$ cat src/rtl/obstacle_row_feeder_pkg.sv
// Shared types and constants for the obstacle row feeder.
// FSM encoding, LFSR taps, default seed, LFSR step helper.
package obstacle_row_feeder_pkg;

  typedef enum logic [1:0] {
    ST_LOAD = 2'd0,
    ST_EMIT = 2'd1,
    ST_GAP  = 2'd2
  } state_t;

  localparam logic [7:0] LFSR_TAPS    = 8'hB8;
  localparam logic [7:0] DEFAULT_SEED = 8'hA5;

  // Fibonacci step: shift left, feedback from bits 7,5,4,3.
  function automatic logic [7:0] lfsr_step(
    input logic [7:0] q
  );
    return {q[6:0], ^(q & LFSR_TAPS)};
  endfunction

endpackage

$ cat src/rtl/obstacle_row_feeder_rise_pulse.sv
// Rising-edge detector for the rate divider square wave.
// Ports: INPUTCLOCK, reset_n (async, active-high), level in, pulse out.
module rise_pulse (
  input  logic INPUTCLOCK,
  input  logic reset_n,
  input  logic level,
  output logic pulse
);

  logic tick_q;
  logic armed;

  // armed blocks a level that was already high when reset released
  // from counting as an edge until a 0 has been sampled.
  always_ff @(posedge INPUTCLOCK or posedge reset_n) begin
    if (reset_n) begin
      tick_q <= 1'b0;
      armed  <= 1'b0;
    end else begin
      tick_q <= level;
      armed  <= armed | ~level;
    end
  end

  assign pulse = level & ~tick_q & armed;

endmodule

$ cat src/rtl/obstacle_row_feeder.sv
// Serial obstacle pattern source: LFSR rows, then zero gap bits.
// Ports: INPUTCLOCK, reset_n, run, tick_level in; serial bit/strobes out.
module obstacle_row_feeder
  import obstacle_row_feeder_pkg::*;
#(
  parameter int         WIDTH = 7,
  parameter int         GAP   = 4,
  parameter logic [7:0] SEED  = DEFAULT_SEED
) (
  input  logic             INPUTCLOCK,
  input  logic             reset_n,
  input  logic             run,
  input  logic             tick_level,
  output logic             serial_out,
  output logic             shift_pulse,
  output logic             load_pulse,
  output logic [WIDTH-1:0] pattern,
  output logic [6:0]       rows_fed
);

  localparam logic [3:0] W_LAST = 4'(WIDTH - 1);
  localparam logic [3:0] G_CNT  = 4'(GAP);

  state_t           state;
  logic [7:0]       lfsr;
  logic [3:0]       bitcnt;
  logic             tick;
  logic [WIDTH-1:0] cand;
  logic [WIDTH-1:0] shifted;
  logic [3:0]       bit_idx;

  rise_pulse u_rise (
    .INPUTCLOCK (INPUTCLOCK),
    .reset_n    (reset_n),
    .level      (tick_level),
    .pulse      (tick)
  );

  // An all-ones row would block every lane; clear bit 0.
  always_comb begin
    cand = lfsr[WIDTH-1:0];
    if (&cand) cand[0] = 1'b0;
  end

  assign bit_idx = bitcnt - 4'd1;
  assign shifted = pattern >> bit_idx;

  always_ff @(posedge INPUTCLOCK or posedge reset_n) begin
    if (reset_n) begin
      state       <= ST_LOAD;
      lfsr        <= SEED;
      bitcnt      <= 4'd0;
      pattern     <= '0;
      serial_out  <= 1'b0;
      shift_pulse <= 1'b0;
      load_pulse  <= 1'b0;
      rows_fed    <= 7'd0;
    end else begin
      shift_pulse <= 1'b0;
      load_pulse  <= 1'b0;
      if (tick && run) begin
        shift_pulse <= 1'b1;
        unique case (state)
          ST_LOAD: begin
            pattern    <= cand;
            serial_out <= cand[WIDTH-1];
            load_pulse <= 1'b1;
            lfsr       <= lfsr_step(lfsr);
            if (WIDTH == 1) begin
              bitcnt <= G_CNT;
              if (GAP == 0) begin
                rows_fed <= rows_fed + 7'd1;
                state    <= ST_LOAD;
              end else begin
                state <= ST_GAP;
              end
            end else begin
              bitcnt <= W_LAST;
              state  <= ST_EMIT;
            end
          end
          ST_EMIT: begin
            serial_out <= shifted[0];
            if (bitcnt == 4'd1) begin
              bitcnt <= G_CNT;
              if (GAP == 0) begin
                rows_fed <= rows_fed + 7'd1;
                state    <= ST_LOAD;
              end else begin
                state <= ST_GAP;
              end
            end else begin
              bitcnt <= bit_idx;
            end
          end
          ST_GAP: begin
            serial_out <= 1'b0;
            bitcnt     <= bit_idx;
            if (bitcnt == 4'd1) begin
              rows_fed <= rows_fed + 7'd1;
              state    <= ST_LOAD;
            end
          end
          default: state <= ST_LOAD;
        endcase
      end
    end
  end

endmodule

$ cat config.mk
export PLATFORM = sky130hd
export DESIGN_NAME = obstacle_row_feeder
export DESIGN_NICKNAME = d
export VERILOG_FILES = /design/src/rtl/obstacle_row_feeder_pkg.sv /design/src/rtl/obstacle_row_feeder_rise_pulse.sv /design/src/rtl/obstacle_row_feeder.sv
export SDC_FILE = /design/constraint.sdc
export NUM_CORES = 1
export LEC_CHECK = 0
export CAP_MARGIN = 10
export CORE_UTILIZATION = 35
export CTS_CLUSTER_SIZE = 8
export DETAILED_ROUTE_END_ITERATION = 8
export PLACE_DENSITY = 0.59
export SETUP_SLACK_MARGIN = 0.3
export SLEW_MARGIN = 20
export SYNTH_ARGS = -nofsm -noshare
export SYNTH_HDL_FRONTEND = slang
export SYNTH_SLANG_ARGS = --single-unit
$ cat constraint.sdc
create_clock -name INPUTCLOCK -period 1.49 [get_ports INPUTCLOCK]
set_input_delay 0.3725 -clock INPUTCLOCK [delete_from_list [all_inputs] [get_ports INPUTCLOCK]]
set_output_delay 0.3725 -clock INPUTCLOCK [all_outputs]
set_load 0.01 [all_outputs]
# [Word level (Yosys, flattened, before mapping)]
# Index checks and enable logic that the tools add are counted.
[classes] n_addsub=2 n_eq_ne=5 shifts=1 mux=10 n_bitwise=5 reduce_logical=9
[ops] operator="case mux 4 bit (3 select lines)" count=1
[ops] operator="XOR reduction 8 bit" count=1
[ops] operator="adder 7 x 1 -> 7 bit (second input constant)" count=1
[ops] operator="AND reduction 7 bit" count=1
[ops] operator=">> shifter 7 x 4 -> 1 bit" count=1
[ops] operator="case mux 2 bit (3 select lines)" count=1
[ops] operator="AND reduction 3 bit" count=2
[ops] operator="== test 4 x 1 -> 1 bit (second input constant)" count=1
[ops] operator="2-to-1 mux 1 bit" count=4
[ops] operator="2-to-1 mux 2 bit" count=2
[ops] operator="2-to-1 mux 4 bit" count=1
[ops] operator="inequality test 2 bit (second input constant)" count=2
[ops] operator="AND reduction 2 bit" count=2
[ops] operator="subtractor 4 x 1 -> 4 bit (second input constant)" count=1
[ops] operator="case mux 1 bit (3 select lines)" count=1
[ops] operator="nonzero test 3 bit" count=1
[ops] operator="bitwise AND 1 bit" count=2
[ops] operator="== test 2 x 1 -> 1 bit (second input constant)" count=1
[ops] operator="== test 2 bit (second input constant)" count=1
[ops] operator="zero test 2 bit" count=1
[ops] operator="NOT 1 bit" count=2
[ops] operator="logical AND 1 bit" count=1
[ops] operator="OR 1 bit" count=1
[word_totals] reg_bits=33 input_bits=4 output_inout_bits=17 word_cells=42

# [Logic depth before layout (Yosys ltp)]
[depth] word_depth=5 ltp_mapped=6 mapped_depth_nobuf=6

# [By module]
# From an unflattened synthesis, not the netlist that was laid out.
[hier_totals] cells_unflattened=142 hier_area_um2=1503.9
[by_module_without_submodules] mod="obstacle_row_feeder" instances=1 cells_each=137 area_each_um2=1435.1 seq_area_each_um2=705.7
[by_module_without_submodules] mod="rise_pulse" instances=1 cells_each=5 area_each_um2=68.8 seq_area_each_um2=50.0

# [Worst setup path before layout]
# OpenSTA, ideal clock, no wires.
[synth_path] kind="register -> register" start="register bitcnt[1]" end="register rows_fed[4]" setup_ns=0.127 arrival_ns=1.496 t_required_ns=1.363 slack_ns=-0.133 path_stages_with_launch=7 n_path_buf=0 synth_period_minus_slack_ns=1.623 cell_sequence="dfrtp_1 inv_1 ha_1 nor3b_4 nand3_4 or3_4 xnor2_2"
[synth_between] elab_chain_len=2
[synth_rtl] element="start, declared" line_no="obstacle_row_feeder.sv:26" text="logic [3:0] bitcnt;"
[synth_rtl] element="start signal, assigned" line_no="obstacle_row_feeder.sv:93" text="bitcnt <= bit_idx;"
[synth_rtl] element="start signal, assigned" line_no="obstacle_row_feeder.sv:98" text="bitcnt <= bit_idx;"
[synth_rtl] element="== test 4 x 1 -> 1 bit" line_no="obstacle_row_feeder.sv:99" text="if (bitcnt == 4'd1) begin"
[synth_rtl] element="AND reduction 3 bit (no line)"
[synth_rtl] element="end signal, assigned" line_no="obstacle_row_feeder.sv:72" text="rows_fed <= rows_fed + 7'd1;"
[synth_rtl] element="end signal, assigned" line_no="obstacle_row_feeder.sv:87" text="rows_fed <= rows_fed + 7'd1;"
[synth_rtl] element="end signal, assigned" line_no="obstacle_row_feeder.sv:100" text="rows_fed <= rows_fed + 7'd1;"
[synth_rtl] element="end, declared" line_no="obstacle_row_feeder.sv:18" text="output logic [6:0] rows_fed"
# No other way between the ends.
# A chain may end at the register's enable or synchronous reset.

# [Worst setup path after layout]
[layout_path] start="register bitcnt[1]" end="register state[0]"
[layout_between] elab_chain_len=3 word_cells_on_any_way=4 cone_classes="3 x eq/ne; 1 x reduce/logical"
[layout_rtl] element="== test 4 x 1 -> 1 bit *" line_no="obstacle_row_feeder.sv:84, obstacle_row_feeder.sv:99"
[layout_rtl] element="inequality test 2 bit (no line)"
[layout_rtl] element="AND reduction 3 bit (no line) *"
[layout_rtl] element="end signal, assigned" line_no="obstacle_row_feeder.sv:88" text="state <= ST_LOAD;"
[layout_rtl] element="end signal, assigned" line_no="obstacle_row_feeder.sv:101" text="state <= ST_LOAD;"
[layout_rtl] element="end signal, assigned" line_no="obstacle_row_feeder.sv:104" text="default: state <= ST_LOAD;"
[layout_rtl] element="end, declared" line_no="obstacle_row_feeder.sv:24" text="state_t state;"
# Every way passes the cells marked *; elsewhere a longest branch is shown, timed or not.

==> reports/qor.tcl <==
set qor(startpoint_type) {register}
set qor(r2r_setup_slack_ns) -0.09
set qor(detail_route.first_pass.iterations) 3
set qor(share_of_the_yosys_chip_area_belonging_to_registers_pct) 50.42
set qor(cts.clk_slew.worst_paths_ns) 0.07
set qor(die_width_um) 67.44
set qor(mappedNetlistArea_um2) 1499
set qor(hp-class) {in2async}
set qor(cts_tree) {done}
set qor(cts-buffers-inserted) 5
set qor(synth_top_cells_by_area) {dfrtp_1, nand2_1, ha_1, dfstp_2, mux2_2}
set qor(placed_area_um2) 1972
set qor(finalCriticalPeriod_ns) 1.584
set qor(critPathCaptureType) {register}
set qor(worstPathMaxFanout) 3
set qor(final_cell_mix) {buf_4, dfrtp_1, nand2_1, buf_2}
set qor(multiInputGateArea_um2) 938.4
set qor(synth_warn) 0
set qor(detail-route-antenna-nets) 0
set qor(wire_length_reported_by_the_detailed_router_mm) 3.725
set qor(ctsHoldBuffers) 0
set qor(detailed_route_wire_length_per_cell_um) 14.38
set qor(std_cell_rows) 23
set qor(drc) 0
set qor(syn_to_final_growth_pct) 61.52
set qor(vias) 1252
set qor(synth_top_area_cell) {dfrtp_1}
set qor(timing.final.hold_violations) 0
set qor(post_route_cells_drive_above_1_share_pct) 63.16
set qor(setup_viol) 8
set qor(finalCritPeriodShare_pct) 106.3
set qor(timing.final.max_slew_violations) 0
set qor(max_cap_viol) 0
set qor(grt_pass1_vias) 1330
set qor(required_ns) 1.67
set qor(max_slew.worst_pin.slew_ns) 0.3085
set qor(clkSinkCount) 30
set qor(floorplan.die_area_um2) 4548
set qor(htree_levels) 2
set qor(globalRoute.totalOverflow) 0
set qor(clock_tree.buffer_depth) 2
set qor(grt_setup_unrepaired) {true}
set qor(grt_start_max_net_pins) 31
set qor(gp_congestion) 0.8489
set qor(slew-limit-headroom_pct) 79.36
set qor(worst_clock_skew_ns) 0.005760
set qor(gr-usage-all-layers_pct) 18.33
set qor(routed_via_density) 4.834
set qor(post_synth_num_cell_types) 38
set qor(run_status) {finished, violations left}
set qor(synth.avg_cell_area_um2) 10.71
set qor(cp_data_arrival_time_ns) 1.76
set qor(core_area_um2) 4058
set qor(worstSkewPairLatency_ns) 0.29
set qor(failing_checks) {setup timing}
set qor(worst_ir_drop_vdd_v) 0.0009574
set qor(synth_fp_nets) 153
set qor(power-per-cell-area_nw_per_um2) 1556
set qor(fill_cells) 341
set qor(final_nets) 221
set qor(io_pins) 21
set qor(synth.ff_latch_count) 30
set qor(total_leakage_power_nw) 1.219
set qor(layout.cells.most_common) {buf_4}
set qor(synth_top_cell_area_share_pct) 43.41
set qor(max_freq_ghz) 0.6313
set qor(critPathKind) {reg2reg}
set qor(grt_antenna_before_repair) 0
set qor(grt_first_pass_wirelength_mm) 5.927
set qor(buffer_ports.inserted) 20
set qor(ff_latch_area_um2) 757.0
set qor(die_y_um) 67.44
set qor(postSynthCellCount) 140
set qor(post_route_worst_hold_slack_ns) 0.4263
set qor(dp_hpwl_mm) 2.278
set qor(post-route-cell-area_um2) 2421
set qor(setup_slack_ns) -0.09393
set qor(floorplan.initialDensity_pct) 36.94
set qor(cts_root_buffer) {clkbuf_8}
set qor(drt_first_iter_violations) 56
set qor(n_antenna_cell) 0
[what timing repair did]
action	CTS	global route
pin swaps	20	23
resized for setup	116	17
setup buffers	20	5
gates cloned	0	0
setup endpoints to repair	45	42
[worst max-delay path, cell delays in order, from the launching register on]
cell	delay, ns
dfrtp_1	0.38
inv_2	0.07
ha_4	0.12
nor3b_4	0.27
buf_4	0.17
buf_6	0.10
o21ai_4	0.05
mux2_4	0.30
[cell families (layout without fill, tap and decap cells)]
logic type	Yosys count	count (layout)	share of synthesized area, %
multiplexers	5	5	4.507
adder cells (fa/ha/maj)	9	9	7.513
buffers and inverters	14	83	4.591
AO/OA/AOI/OAI	18	18	7.680
XOR/XNOR	9	9	5.759
AND/OR/NAND/NOR	55	55	19.53
flip-flops	30	30	50.42
[stage by stage]
step	utilization (%)	total power (W)	TNS, ns	setup slack [ns]	instances
6_report	59.67	0.003768	-0.3284	-0.09393	259
5_1_grt	59.67	0.003997	-1.517	-0.1840	259
4_1_cts	57.02	0.003614	-0.5382	-0.1195	254
3_5_place_dp	48.60	0.002574	-8.793	-0.4556	226
3_3_place_gp	48.60	0.002544	-7.515	-0.3832	226
2_1_floorplan	-	0.002029	-0.1801	-0.09884	140
[sequential cells by signal (all words and copies together) (netlist names)]
name and cells:
state 2, u_rise.tick_q 1, load_pulse 1, bitcnt 4
u_rise.armed 1, shift_pulse 1, lfsr 5, rows_fed 7
serial_out 1, pattern 7
[per-layer routing]
layer  global-route usage, %  vias up  share of wire (%)
met4                   7.979        0                1.6
met1                   18.84      627                 40
met5                       0        -                  0
met2                   34.63       19                 55
met3                   4.561        6                2.9
li1                        -      600                  -
[where the power goes]
| group | leakage (nW) | switching (W) | internal (W) | total [W] |
|---|---|---|---|---|
| clock | 0.0472 | 0.000320 | 0.000370 | 0.000690 |
| sequential | 0.378 | 0.000186 | 0.00105 | 0.00123 |
| combinational | 0.794 | 0.000840 | 0.00100 | 0.00184 |
[Yosys cell counts, drive strengths merged]
cell	count
or3b	1
nor2b	1
and2b	1
o22ai	1
a21oi	3
buf	5
and3	1
a31oi	1
a2bb2oi	1
nor2	4
nand2b	2
o22a	2
or4	1
and4b	1
mux4	1
o21ai	7
a22o	1
inv	9
or3	1
nor3b	1
xor2	4
ha	9
nor4	1
o31ai	1
nand4	2
a311oi	1
dfstp	4
nor3	1
xnor2	5
mux2	4
nand2	32
dfrtp	26
nand3	5
[area by class of cell]
class                      count  area share, %
tap                           50          2.584
inverter                       9          1.602
multi-input combinational     96          38.76
clock inverter                 2         0.5168
clock buffer                   6          3.411
sequential                    30          31.27
timing repair buffer          66          21.86
[worst paths after layout]
path	cells after the start	to	startpoint
setup / recovery	7	state[0]	bitcnt[1]
max in group asynchronous	3	lfsr[0]	reset_n
hold / removal	3	lfsr[1]	reset_n
setup reg to reg	7	state[0]	bitcnt[1]
min in group INPUTCLOCK	2	u_rise.tick_q	tick_level
hold reg to reg	1	u_rise.armed	u_rise.armed
(Power assumes the default switching activity.)
